**src/rtl/pkg_config.sv**
```systemverilog
// Shared fetch/branch configuration: datapath width, branch op encodings,
// PC sequencer states and default PC unit constants.
package pkg_config;

   localparam int DATA_WIDTH = 32;

   typedef enum logic [2:0] {
      BR_EQ  = 3'd0,
      BR_NE  = 3'd1,
      BR_LT  = 3'd4,
      BR_GE  = 3'd5,
      BR_LTU = 3'd6,
      BR_GEU = 3'd7
   } br_op_t;

   typedef enum logic [1:0] {
      BOOT  = 2'd0,
      RUN   = 2'd1,
      FLUSH = 2'd2
   } pc_state_t;

   localparam logic [DATA_WIDTH-1:0] RESET_VECTOR_DEF = 32'h0000_0000;
   localparam logic [DATA_WIDTH-1:0] TRAP_VECTOR_DEF  = 32'h0000_0100;
   localparam int                    FLUSH_CYCLES_DEF = 2;
   localparam int                    FLUSH_CNT_W      = $clog2(8);

endpackage

```
**src/rtl/flush_counter.sv**
```systemverilog
// Loadable down-counter that saturates at zero; done_o flags a zero count.
module flush_counter
   import pkg_config::*;
#(
   parameter int W = FLUSH_CNT_W
) (
   input  logic         clk_i,
   input  logic         rst_i,
   input  logic         load_i,
   input  logic [W-1:0] load_val_i,
   input  logic         dec_i,
   output logic         done_o
);

   logic [W-1:0] count_q;

   always_ff @(posedge clk_i) begin
      if (rst_i) begin
         count_q <= '0;
      end else if (load_i) begin
         count_q <= load_val_i;
      end else if (dec_i && (count_q != '0)) begin
         count_q <= count_q - 1'b1;
      end
   end

   assign done_o = (count_q == '0);

endmodule

```
**src/rtl/pc_unit.sv**
```systemverilog
// Fetch-side program counter with redirect and multi-cycle flush.
// Optional misaligned-target trap is enabled by defining PC_MISALIGN_TRAP_EN.
//
// state | meaning
// BOOT  | first cycle out of reset, PC not yet valid
// RUN   | normal fetch, +4 per cycle unless stalled, accepts redirects
// FLUSH | redirect in progress, flush_o high, further redirects ignored
module pc_unit
   import pkg_config::*;
#(
   parameter logic [DATA_WIDTH-1:0] RESET_VECTOR = RESET_VECTOR_DEF,
`ifdef PC_MISALIGN_TRAP_EN
   parameter logic [DATA_WIDTH-1:0] TRAP_VECTOR  = TRAP_VECTOR_DEF,
`endif
   parameter int                    FLUSH_CYCLES = FLUSH_CYCLES_DEF
) (
   input  logic                  clk_i,
   input  logic                  rst_i,
   input  logic                  stall_i,
   input  logic                  take_i,
   input  logic [DATA_WIDTH-1:0] target_i,
   output logic [DATA_WIDTH-1:0] pc_o,
   output logic                  pc_valid_o,
   output logic                  flush_o,
   output logic                  misalign_o,
   output logic [DATA_WIDTH-1:0] bad_addr_o
);

   pc_state_t             state_q, state_nxt;
   logic [DATA_WIDTH-1:0] pc_nxt, pc_inc, redirect_pc;
   logic                  valid_nxt, flush_nxt;
   logic                  cnt_load, cnt_dec, cnt_done;
   logic                  misaligned, trap_nxt;

   assign pc_inc = pc_o + DATA_WIDTH'(4);

   always_comb begin
      misaligned  = 1'b0;
      redirect_pc = target_i & ~DATA_WIDTH'(3);
`ifdef PC_MISALIGN_TRAP_EN
      misaligned = (target_i[1:0] != 2'b00);
      if (misaligned) begin
         redirect_pc = TRAP_VECTOR;
      end
`endif
   end

   always_comb begin
      state_nxt = state_q;
      pc_nxt    = pc_o;
      valid_nxt = pc_valid_o;
      flush_nxt = flush_o;
      trap_nxt  = 1'b0;
      cnt_load  = 1'b0;
      cnt_dec   = 1'b0;
      case (state_q)
         BOOT: begin
            state_nxt = RUN;
            valid_nxt = 1'b1;
         end
         RUN: begin
            if (take_i) begin
               pc_nxt    = redirect_pc;
               cnt_load  = 1'b1;
               flush_nxt = 1'b1;
               trap_nxt  = misaligned;
               state_nxt = FLUSH;
            end else if (!stall_i) begin
               pc_nxt = pc_inc;
            end
         end
         FLUSH: begin
            // take_i here belongs to a killed instruction and must not redirect
            if (!stall_i) begin
               pc_nxt = pc_inc;
            end
            cnt_dec = 1'b1;
            if (cnt_done) begin
               flush_nxt = 1'b0;
               state_nxt = RUN;
            end
         end
         default: begin
            state_nxt = BOOT;
            valid_nxt = 1'b0;
            flush_nxt = 1'b0;
         end
      endcase
   end

   always_ff @(posedge clk_i) begin
      if (rst_i) begin
         state_q    <= BOOT;
         pc_o       <= RESET_VECTOR;
         pc_valid_o <= 1'b0;
         flush_o    <= 1'b0;
      end else begin
         state_q    <= state_nxt;
         pc_o       <= pc_nxt;
         pc_valid_o <= valid_nxt;
         flush_o    <= flush_nxt;
      end
   end

`ifdef PC_MISALIGN_TRAP_EN
   always_ff @(posedge clk_i) begin
      if (rst_i) begin
         misalign_o <= 1'b0;
         bad_addr_o <= '0;
      end else begin
         misalign_o <= trap_nxt;
         if (trap_nxt) begin
            bad_addr_o <= target_i;
         end
      end
   end
`else
   logic unused_trap;
   assign unused_trap = trap_nxt;
   assign misalign_o  = 1'b0;
   assign bad_addr_o  = '0;
`endif

   flush_counter #(
      .W (FLUSH_CNT_W)
   ) u_flush_counter (
      .clk_i      (clk_i),
      .rst_i      (rst_i),
      .load_i     (cnt_load),
      .load_val_i (FLUSH_CNT_W'(FLUSH_CYCLES - 1)),
      .dec_i      (cnt_dec),
      .done_o     (cnt_done)
   );

endmodule

```
**config.mk**
```make
export PLATFORM = sky130hd
export DESIGN_NAME = pc_unit
export DESIGN_NICKNAME = d
export VERILOG_FILES = /design/src/rtl/pkg_config.sv /design/src/rtl/flush_counter.sv /design/src/rtl/pc_unit.sv
export SDC_FILE = /design/constraint.sdc
export NUM_CORES = 1
export LEC_CHECK = 0
export CORE_UTILIZATION = 44
export CTS_CLUSTER_DIAMETER = 150
export DETAILED_ROUTE_END_ITERATION = 12
export PLACE_DENSITY = 0.81
export REMOVE_ABC_BUFFERS = 1
export SKIP_CTS_REPAIR_TIMING = 1
export SLEW_MARGIN = 20
export SYNTH_ARGS = -nofsm -noshare
export SYNTH_HDL_FRONTEND = slang
export SYNTH_SLANG_ARGS = --single-unit
export TNS_END_PERCENT = 1
```
**constraint.sdc**
```tcl
create_clock -name clk_i -period 2.74 [get_ports clk_i]
set_input_delay 0.411 -clock clk_i [delete_from_list [all_inputs] [get_ports clk_i]]
set_output_delay 0.411 -clock clk_i [all_outputs]
set_load 0.005 [all_outputs]
```
After elaboration in Yosys (flattened, before gate mapping)
Index checks and enable logic that the tools add are counted.
- add/subtract/negate cells: 2
- eq/ne operators: 4
- mux-type cells: 15
- bitwise operators: 1
- reduce and logical (&&, ||, !) cells: 10
- operator list (operator ; count):
    $mux 32 ; 2
    $pmux 32 s2 ; 1
    $add 32x3->32 const B ; 1
    $mux 1 ; 7
    $pmux 2 s3 ; 1
    $mux 2 ; 2
    $ne 2x2->1 const B ; 2
    $reduce_bool 2->1 ; 2
    $reduce_or 2->1 ; 2
    $logic_not 3->1 ; 1
    $pmux 1 s3 ; 1
    $reduce_and 3->1 ; 1
    $reduce_bool 3->1 ; 1
    $sub 3x1->3 const B ; 1
    $eq 2x1->1 const B ; 1
    $eq 2x2->1 const B ; 1
    $logic_not 2->1 ; 1
    $pmux 1 s2 ; 1
    $reduce_and 2->1 ; 1
    $logic_and 1x1->1 ; 1
    $not 1->1 ; 1
- flip-flop bits (word level): 39
- bits of input ports: 36

Longest topological paths before layout
Gate-level depths: netlist of run 1.
- depth after elaboration: 5
- gate-level depth with buffers: 9

Cells and area by module
From an unflattened synthesis of run 1, not the netlist that was laid out.
- cell total of the unflattened synthesis: 362
- area, all modules: 2733.9 µm²
- modules (own cells, without submodules) (module ; times used ; cells an instance ; area an instance (µm²) ; sequential area each (µm²)):
    pc_unit ; 1 ; 341 ; 2551.2 ; 680.7
    flush_counter ; 1 ; 21 ; 182.7 ; 60.1

Worst setup path before layout of run 1
OpenSTA, ideal clock, no wires.
- kind: reg2reg
- from: register pc_o[2]
- to: register pc_o[20]
- arrival time: 2.136 ns
- path slack: 0.547 ns
- cell stages (with the launch flop): 8
- clock period less this slack: 2.193 ns
- cell sequence: dfxtp_1 > ha_1 > nand4b_4 > or4_1 > clkbuf_2 > or4_1 > a21oi_1 > o21ba_2
- cells in the longest elaborated chain, start to end: 4
- RTL lines (item ; RTL line ; text):
    start, declared ; pc_unit.sv:22 ; output logic [DATA_WIDTH-1:0] pc_o,
    start signal, assigned ; pc_unit.sv:99 ; pc_o <= pc_nxt;
    $add 32x3->32 (*) ; pc_unit.sv:35 ; assign pc_inc = pc_o + DATA_WIDTH'(4);
    $mux 32 (*) ; pc_unit.sv:68, pc_unit.sv:74 ;
    $mux 32 ; pc_unit.sv:62 ; if (take_i) begin
    $pmux 32 s2 (*) ; pc_unit.sv:56 ; case (state_q)
Every way passes the cells marked *; elsewhere a longest branch is shown, timed or not.
A chain may end at the register's enable or synchronous reset.

Final worst setup path of run 1
- from: input stall_i
- to: register pc_o[19]
- cells in the longest elaborated chain, start to end: 3
- RTL lines (item ; RTL line ; text):
    start, declared ; pc_unit.sv:19 ; input logic stall_i,
    $mux 32 (*) ; -- ;
    $mux 32 ; -- ;
    $pmux 32 s2 (*) ; -- ;
Marks and branches as above.

==> results of run 1 <==
stage by stage:
step,total power [mW],instance area [sq um],std cells,setup WS (ns)
after global placement,1.14,3250,480,0.259
after CTS,1.52,3330,488,0.543
after global routing,1.61,3330,488,0.383
after detailed placement,1.15,3250,480,0.245
after floorplan,0.903,2400,329,-0.723
final,1.51,3330,488,0.539
where the power goes:
part	switching (mW)	internal (mW)	total (mW)
sequential	0.0742	0.592	0.666
clock	0.188	0.181	0.369
combinational	0.232	0.246	0.477
total	0.494	1.02	1.51
registers in the layout, summed over array words and instances, names as in the netlist:
signal and flops:
flush_o 1, pc_o 30, pc_valid_o 1, state_q 2, u_flush_counter.count_q 3
Yosys cell counts (all sizes together) (6+ instances only):
cell	instances	area (sq um)
a21oi	29	145
a22oi	6	45.0
and3	10	62.6
buf	37	272
clkbuf	19	72.6
dfxtp	37	741
ha	6	75.1
inv	9	33.8
nand2	36	135
nand3	14	70.1
nand4	8	50.1
nor2	27	101
nor2b	7	43.8
nor3	6	30.0
nor4	9	68.8
o21ai	23	115
cell usage in the layout, fill, tap and decap left out, drive strengths merged, types with 7 or more instances in the layout:
cell type | netlist | final
inv | 9 | 9
nand3 | 14 | 14
a21oi | 29 | 29
nand4 | 8 | 8
conb | 1 | 35
nor2b | 7 | 7
and3 | 10 | 10
clkdlybuf4s50 | 0 | 65
clkbuf | 19 | 8
nor4 | 9 | 9
buf | 37 | 14
dfxtp | 37 | 37
nand2 | 36 | 36
nor2 | 27 | 27
o21ai | 23 | 23
cell families after synthesis:
group                    Yosys count
buffers and inverters             65
flip-flops                        37
other                              1
multiplexers                       5
AND/OR/NAND/NOR                  139
adder cells (fa/ha/maj)            6
AO/OA/AOI/OAI                     97
XOR/XNOR                           1
layout make-up:
| cell class | instances | area [sq um] |
|---|---|---|
| clock buffers | 8 | 80.1 |
| flip-flops and latches | 37 | 741 |
| fillers | 530 | 2280 |
| well taps | 72 | 90.1 |
| inverters | 9 | 33.8 |
| multi-input cells | 283 | 1630 |
| repair buffers | 79 | 756 |
per-layer routing:
layer / GRT usage / wire length (um) / up-vias
met5: 0 / 0 / -
li1: - / - / 1336
met4: 0.0673 / 47 / 0
met2: 0.356 / 3200 / 103
met1: 0.268 / 3000 / 1257
met3: 0.0540 / 385 / 5
path summary, 6_finish.rpt:
| check | startpoint | to | slack [ns] | cells past startpoint |
|---|---|---|---|---|
| setup / recovery | stall_i | pc_o[19]$_SDFFE_PP0P_ | 0.54 | 6 |
| hold / removal | u_flush_counter.count_q[1]$_SDFFE_PP0P_ | u_flush_counter.count_q[1]$_SDFFE_PP0P_ | 0.50 | 2 |
| setup reg to reg | pc_o[2]$_SDFFE_PP0P_ | pc_o[20]$_SDFFE_PP0P_ | 0.56 | 6 |
| hold reg to reg | u_flush_counter.count_q[1]$_SDFFE_PP0P_ | u_flush_counter.count_q[1]$_SDFFE_PP0P_ | 0.50 | 2 |
worst max-delay path, cell delays in order:
cell	delay [ns]
clkdlybuf4s50_1	0.43
nand3b_1	0.22
nor4_1	0.45
nand3_1	0.21
or4_1	0.54
a31oi_1	0.16
==> run_results.csv, run 1 <==
group,metric,value,unit
status,status,"completed",
sta,holdWs,0.504,ns
clock_tree,clockBufferDepth,2,
job,drv_cap,0,
sta,skew,0.00530,ns
synth,synthSimpleGateAreaFrac,0.279,
global_routing,grt_max_degree,39,
synth,synth_xor_area_frac,0.00335,
detailed_routing,drt-initial-drc-count,254,
worst_setup_path,worst_setup_path_start_kind,"input pin",
floorplan,die_h,79.1,um
finish,drive_gt1_frac,0.0721,
sta,setup_viol,0,
global_routing,grt-ovfl-total,0,
sta,tightest_slew,0.631,ns
worst_setup_path,cp-end-kind,"flip-flop",
global_routing,antenna_found_initial,0,
synth,synth-compound-area-share,0.239,
sta,period_share,0.803,
worst_setup_path,critPathMaxFanout,4,
synth,synth_adder_area_share,0.0287,
sta,slew_violations,0,
detailed_routing,antenna_left,0,
finish,fin_util,0.594,
clock_tree,clk_pin_slew,0.07,ns
power_and_ir_drop,ir_drop,0.275,mV
finish,antenna_cells,0,
floorplan,pin_count,103,
floorplan,die-area,0.00626,sq mm
synth,syn-cell-area,0.00262,sq mm
detailed_routing,drc,0,
synth,synthArstFlopShare,0,
detailed_routing,num_vias,2701,
floorplan,fp-row-count,27,
synth,synthMuxAreaShare,0.0211,
hold_path,hold_path.class,"flip-flop to flip-flop",
worst_setup_path,critPathKind,"input pin to flip-flop",
global_routing,grt_pass1_vias,2405,
synth,yosysSeqAreaShare,0.283,
sta,finalCriticalPeriod,2.20,ns
clock_tree,cts.sinks,37,
clock_tree,cts_buffers,5,
global_routing,grtUsageTotal,0.213,
detailed_routing,viasPerCell,5.53,
placed_design,io_buffers,65,
power_and_ir_drop,leakagePower,1.23,nW
synth,synth_top_family_by_area,"simple AND/OR/NAND/NOR gates",
synth,yosysWarnings,0,
synth,syn_area_per_cell,7.45,sq um
sta,max_freq,0.454,GHz
sta,rsz0062_at_grt,"no",
synth,yosys_register_bits,37,
clock_tree,cts_tree,"built",
synth,syn_inst,351,
placed_design,gp_congestion,0.835,
sta,slew_headroom,0.576,
sta,setup_tns,0,ns
power_and_ir_drop,pwr_density_cell,454,mW/mm^2
clock_tree,clk_latency,0.29,ns
sta,hold_viol,0,
detailed_routing,wl_per_cell,13.6,um
floorplan,core,0.00561,sq mm
global_routing,grt_pass1_wl,10700,um
floorplan,start_util,0.466,
detailed_routing,wirelength,6630,um
worst_setup_path,required,2.96,ns
detailed_routing,firstDrtPassIters,4,
clock_tree,clockRootBuffer,"clkbuf_8",
synth,synth_flop_cell,"dfxtp_1",
placed_design,hpwl,4770,um
finish,fin_nets,457,
synth,yosysUniqueCellTypes,56,
clock_tree,h-tree-depth,2,
synth,synth_edf_count,0,
floorplan,die_width,79.1,um
worst_setup_path,arrival,2.42,ns
finish,area_delta_synth_final,27.4,%
(Power assumes the default switching activity.)
==> run 2, diff against run 1 <==
--- a/config.mk
+++ b/config.mk
@@ -5,10 +5,10 @@
 export SDC_FILE = /design/constraint.sdc
 export NUM_CORES = 1
 export LEC_CHECK = 0
-export CORE_UTILIZATION = 44
+export CORE_UTILIZATION = 40
 export CTS_CLUSTER_DIAMETER = 150
 export DETAILED_ROUTE_END_ITERATION = 12
-export PLACE_DENSITY = 0.81
+export PLACE_DENSITY = 0.77
 export REMOVE_ABC_BUFFERS = 1
 export SKIP_CTS_REPAIR_TIMING = 1
 export SLEW_MARGIN = 20
==> constraint.sdc (replaced) <==
create_clock -name clk_i -period 1.95 [get_ports clk_i]
set_input_delay 0.2925 -clock clk_i [delete_from_list [all_inputs] [get_ports clk_i]]
set_output_delay 0.2925 -clock clk_i [all_outputs]
set_load 0.005 [all_outputs]
==> run_results.csv, run 2 (synthesized netlist as in run 1, its figures left out) <==
group,metric,value,unit
sta,period_share,0.952,
worst_setup_path,r2r-start,"pc_o[8]$_SDFFE_PP0P_",
global_routing,grt-ovfl-total,0,
worst_setup_path,r2r_slack,0.09,ns
placed_design,hpwl,5500,um
worst_setup_path,required,2.18,ns
finish,fin_nets,490,
clock_tree,cts_buffers,5,
sta,max_freq,0.539,GHz
worst_setup_path,r2r-end,"pc_o[19]$_SDFFE_PP0P_",
power_and_ir_drop,ir_drop,0.452,mV
sta,rsz0062_at_grt,"yes",
detailed_routing,viasPerCell,5.49,
detailed_routing,num_vias,2889,
sta,finalCriticalPeriod,1.86,ns
detailed_routing,wirelength,7370,um
finish,reg.largest.list,"pc_o x30, u_flush_counter.count_q x3, state_q x2",
sta,holdWs,0.509,ns
status,status,"completed",
detailed_routing,drt-initial-drc-count,213,
floorplan,die-area,0.00686,sq mm
sta,worst_slack,0.0938,ns
global_routing,grtUsageTotal,0.213,
placed_design,placedCellCount,516,
power_and_ir_drop,pwr_density_cell,631,mW/mm^2
finish,largest_reg_flops,30,
job,drv_cap,0,
floorplan,pin_count,103,
floorplan,start_util,0.414,
finish,layout_commonest_cell,"clkdlybuf4s50_1",
worst_setup_path,crit_end,"pc_o[19]$_SDFFE_PP0P_",
finish,fin_util,0.583,
sta,setup_tns,0,ns
placed_design,io_buffers,65,
sta,skew,0.00510,ns
floorplan,die_width,82.9,um
finish,antenna_cells,0,
sta,setup_viol,0,
finish,largest_register,"pc_o",
floorplan,fp-row-count,29,
global_routing,grt_pass1_wl,12200,um
sta,slew_violations,0,
global_routing,grt_pass1_vias,2605,
detailed_routing,antenna_left,0,
clock_tree,clk_pin_slew,0.08,ns
floorplan,core,0.00631,sq mm
worst_setup_path,startpoint,"pc_o[8]$_SDFFE_PP0P_",
worst_setup_path,critPathKind,"flip-flop to flip-flop",
clock_tree,clockRootBuffer,"clkbuf_8",
floorplan,die_h,82.9,um
worst_setup_path,cp-end-kind,"flip-flop",
detailed_routing,wl_per_cell,14.0,um
worst_setup_path,arrival,2.08,ns
hold_path,hold_path.class,"flip-flop to flip-flop",
finish,area_delta_synth_final,40.7,%
finish,layout_common_cells,"clkdlybuf4s50_1, buf_4, nand2_1",
placed_design,pre_cts_slack,-0.416,ns
clock_tree,cts_tree,"built",
clock_tree,cts.sinks,37,
worst_setup_path,critPathMaxFanout,2,
finish,fin_cells,526,
placed_design,gp_congestion,0.874,
sta,hold_viol,0,
power_and_ir_drop,leakagePower,1.45,nW
detailed_routing,drc,0,
worst_setup_path,reg2regPathDepth,7,
clock_tree,h-tree-depth,2,
global_routing,antenna_found_initial,0,
worst_setup_path,worst_setup_path_start_kind,"flip-flop",
detailed_routing,firstDrtPassIters,4,
global_routing,grt_max_degree,33,
finish,drive_gt1_frac,0.169,
clock_tree,clockBufferDepth,2,
clock_tree,clk_latency,0.29,ns
-- run 2: stage by stage --
stage / instance area (sq um) / total power [mW]
2_1_floorplan: 2400 / 1.27
3_3_place_gp: 3520 / 1.69
3_5_place_dp: 3520 / 1.71
4_1_cts: 3620 / 2.32
5_1_grt: 3680 / 2.45
6_report: 3680 / 2.32
-- run 2: layer usage --
metal / vias up / global-route usage / share of wire / routed length, um
met5: - / 0 / 0 / 0
met4: 0 / 0.0737 / 0.025 / 187
met3: 16 / 0.0398 / 0.069 / 505
met2: 120 / 0.354 / 0.47 / 3480
met1: 1351 / 0.277 / 0.43 / 3200
li1: 1402 / - / - / -
-- run 2: power breakdown --
group	switching, mW	leakage (nW)	total [mW]	internal (mW)
combinational	0.382	1.09	0.803	0.421
clock	0.285	0.0542	0.605	0.320
sequential	0.0789	0.304	0.913	0.834
-- run 2: worst min path at each step --
| stage | startpoint | end | cells past startpoint | slack, ns |
|---|---|---|---|---|
| floorplan | rst_i | pc_o[14]$_SDFFE_PP0P_ | 1 | 0.36 |
| CTS | u_flush_counter.count_q[2]$_SDFFE_PP0P_ | u_flush_counter.count_q[2]$_SDFFE_PP0P_ | 2 | 0.51 |
| global placement | u_flush_counter.count_q[1]$_SDFFE_PP0P_ | u_flush_counter.count_q[1]$_SDFFE_PP0P_ | 2 | 0.49 |
| detailed placement | pc_valid_o$_SDFFE_PP0N_ | pc_valid_o$_SDFFE_PP0N_ | 2 | 0.49 |
| global route | pc_valid_o$_SDFFE_PP0N_ | pc_valid_o$_SDFFE_PP0N_ | 2 | 0.54 |
| finish | pc_valid_o$_SDFFE_PP0N_ | pc_valid_o$_SDFFE_PP0N_ | 2 | 0.51 |
-- run 2: cell type report --
cell class | count | area, sq um
repair buffers | 112 | 1030
fillers | 573 | 2630
flip-flops and latches | 37 | 747
well taps | 77 | 96.3
multi-input cells | 283 | 1670
clock buffers | 7 | 96.3
clock inverters | 1 | 5.00
inverters | 9 | 33.8
-- run 2: worst max-delay path, cell delays in order, from the launching register on --
cell and delay (ns):
dfxtp_1 0.36, nand3_1 0.10, buf_4 0.17, nor4_2 0.27
buf_4 0.15, nand3_1 0.08, or4_1 0.52, a31oi_1 0.13
==> run 3, diff against run 2 <==
--- a/config.mk
+++ b/config.mk
@@ -5,6 +5,7 @@
 export SDC_FILE = /design/constraint.sdc
 export NUM_CORES = 1
 export LEC_CHECK = 0
+export CAP_MARGIN = 20
 export CORE_UTILIZATION = 40
 export CTS_CLUSTER_DIAMETER = 150
 export DETAILED_ROUTE_END_ITERATION = 12
==> results of run 3 <==
Final layout, timing and power as in run 2 (identical DEF).
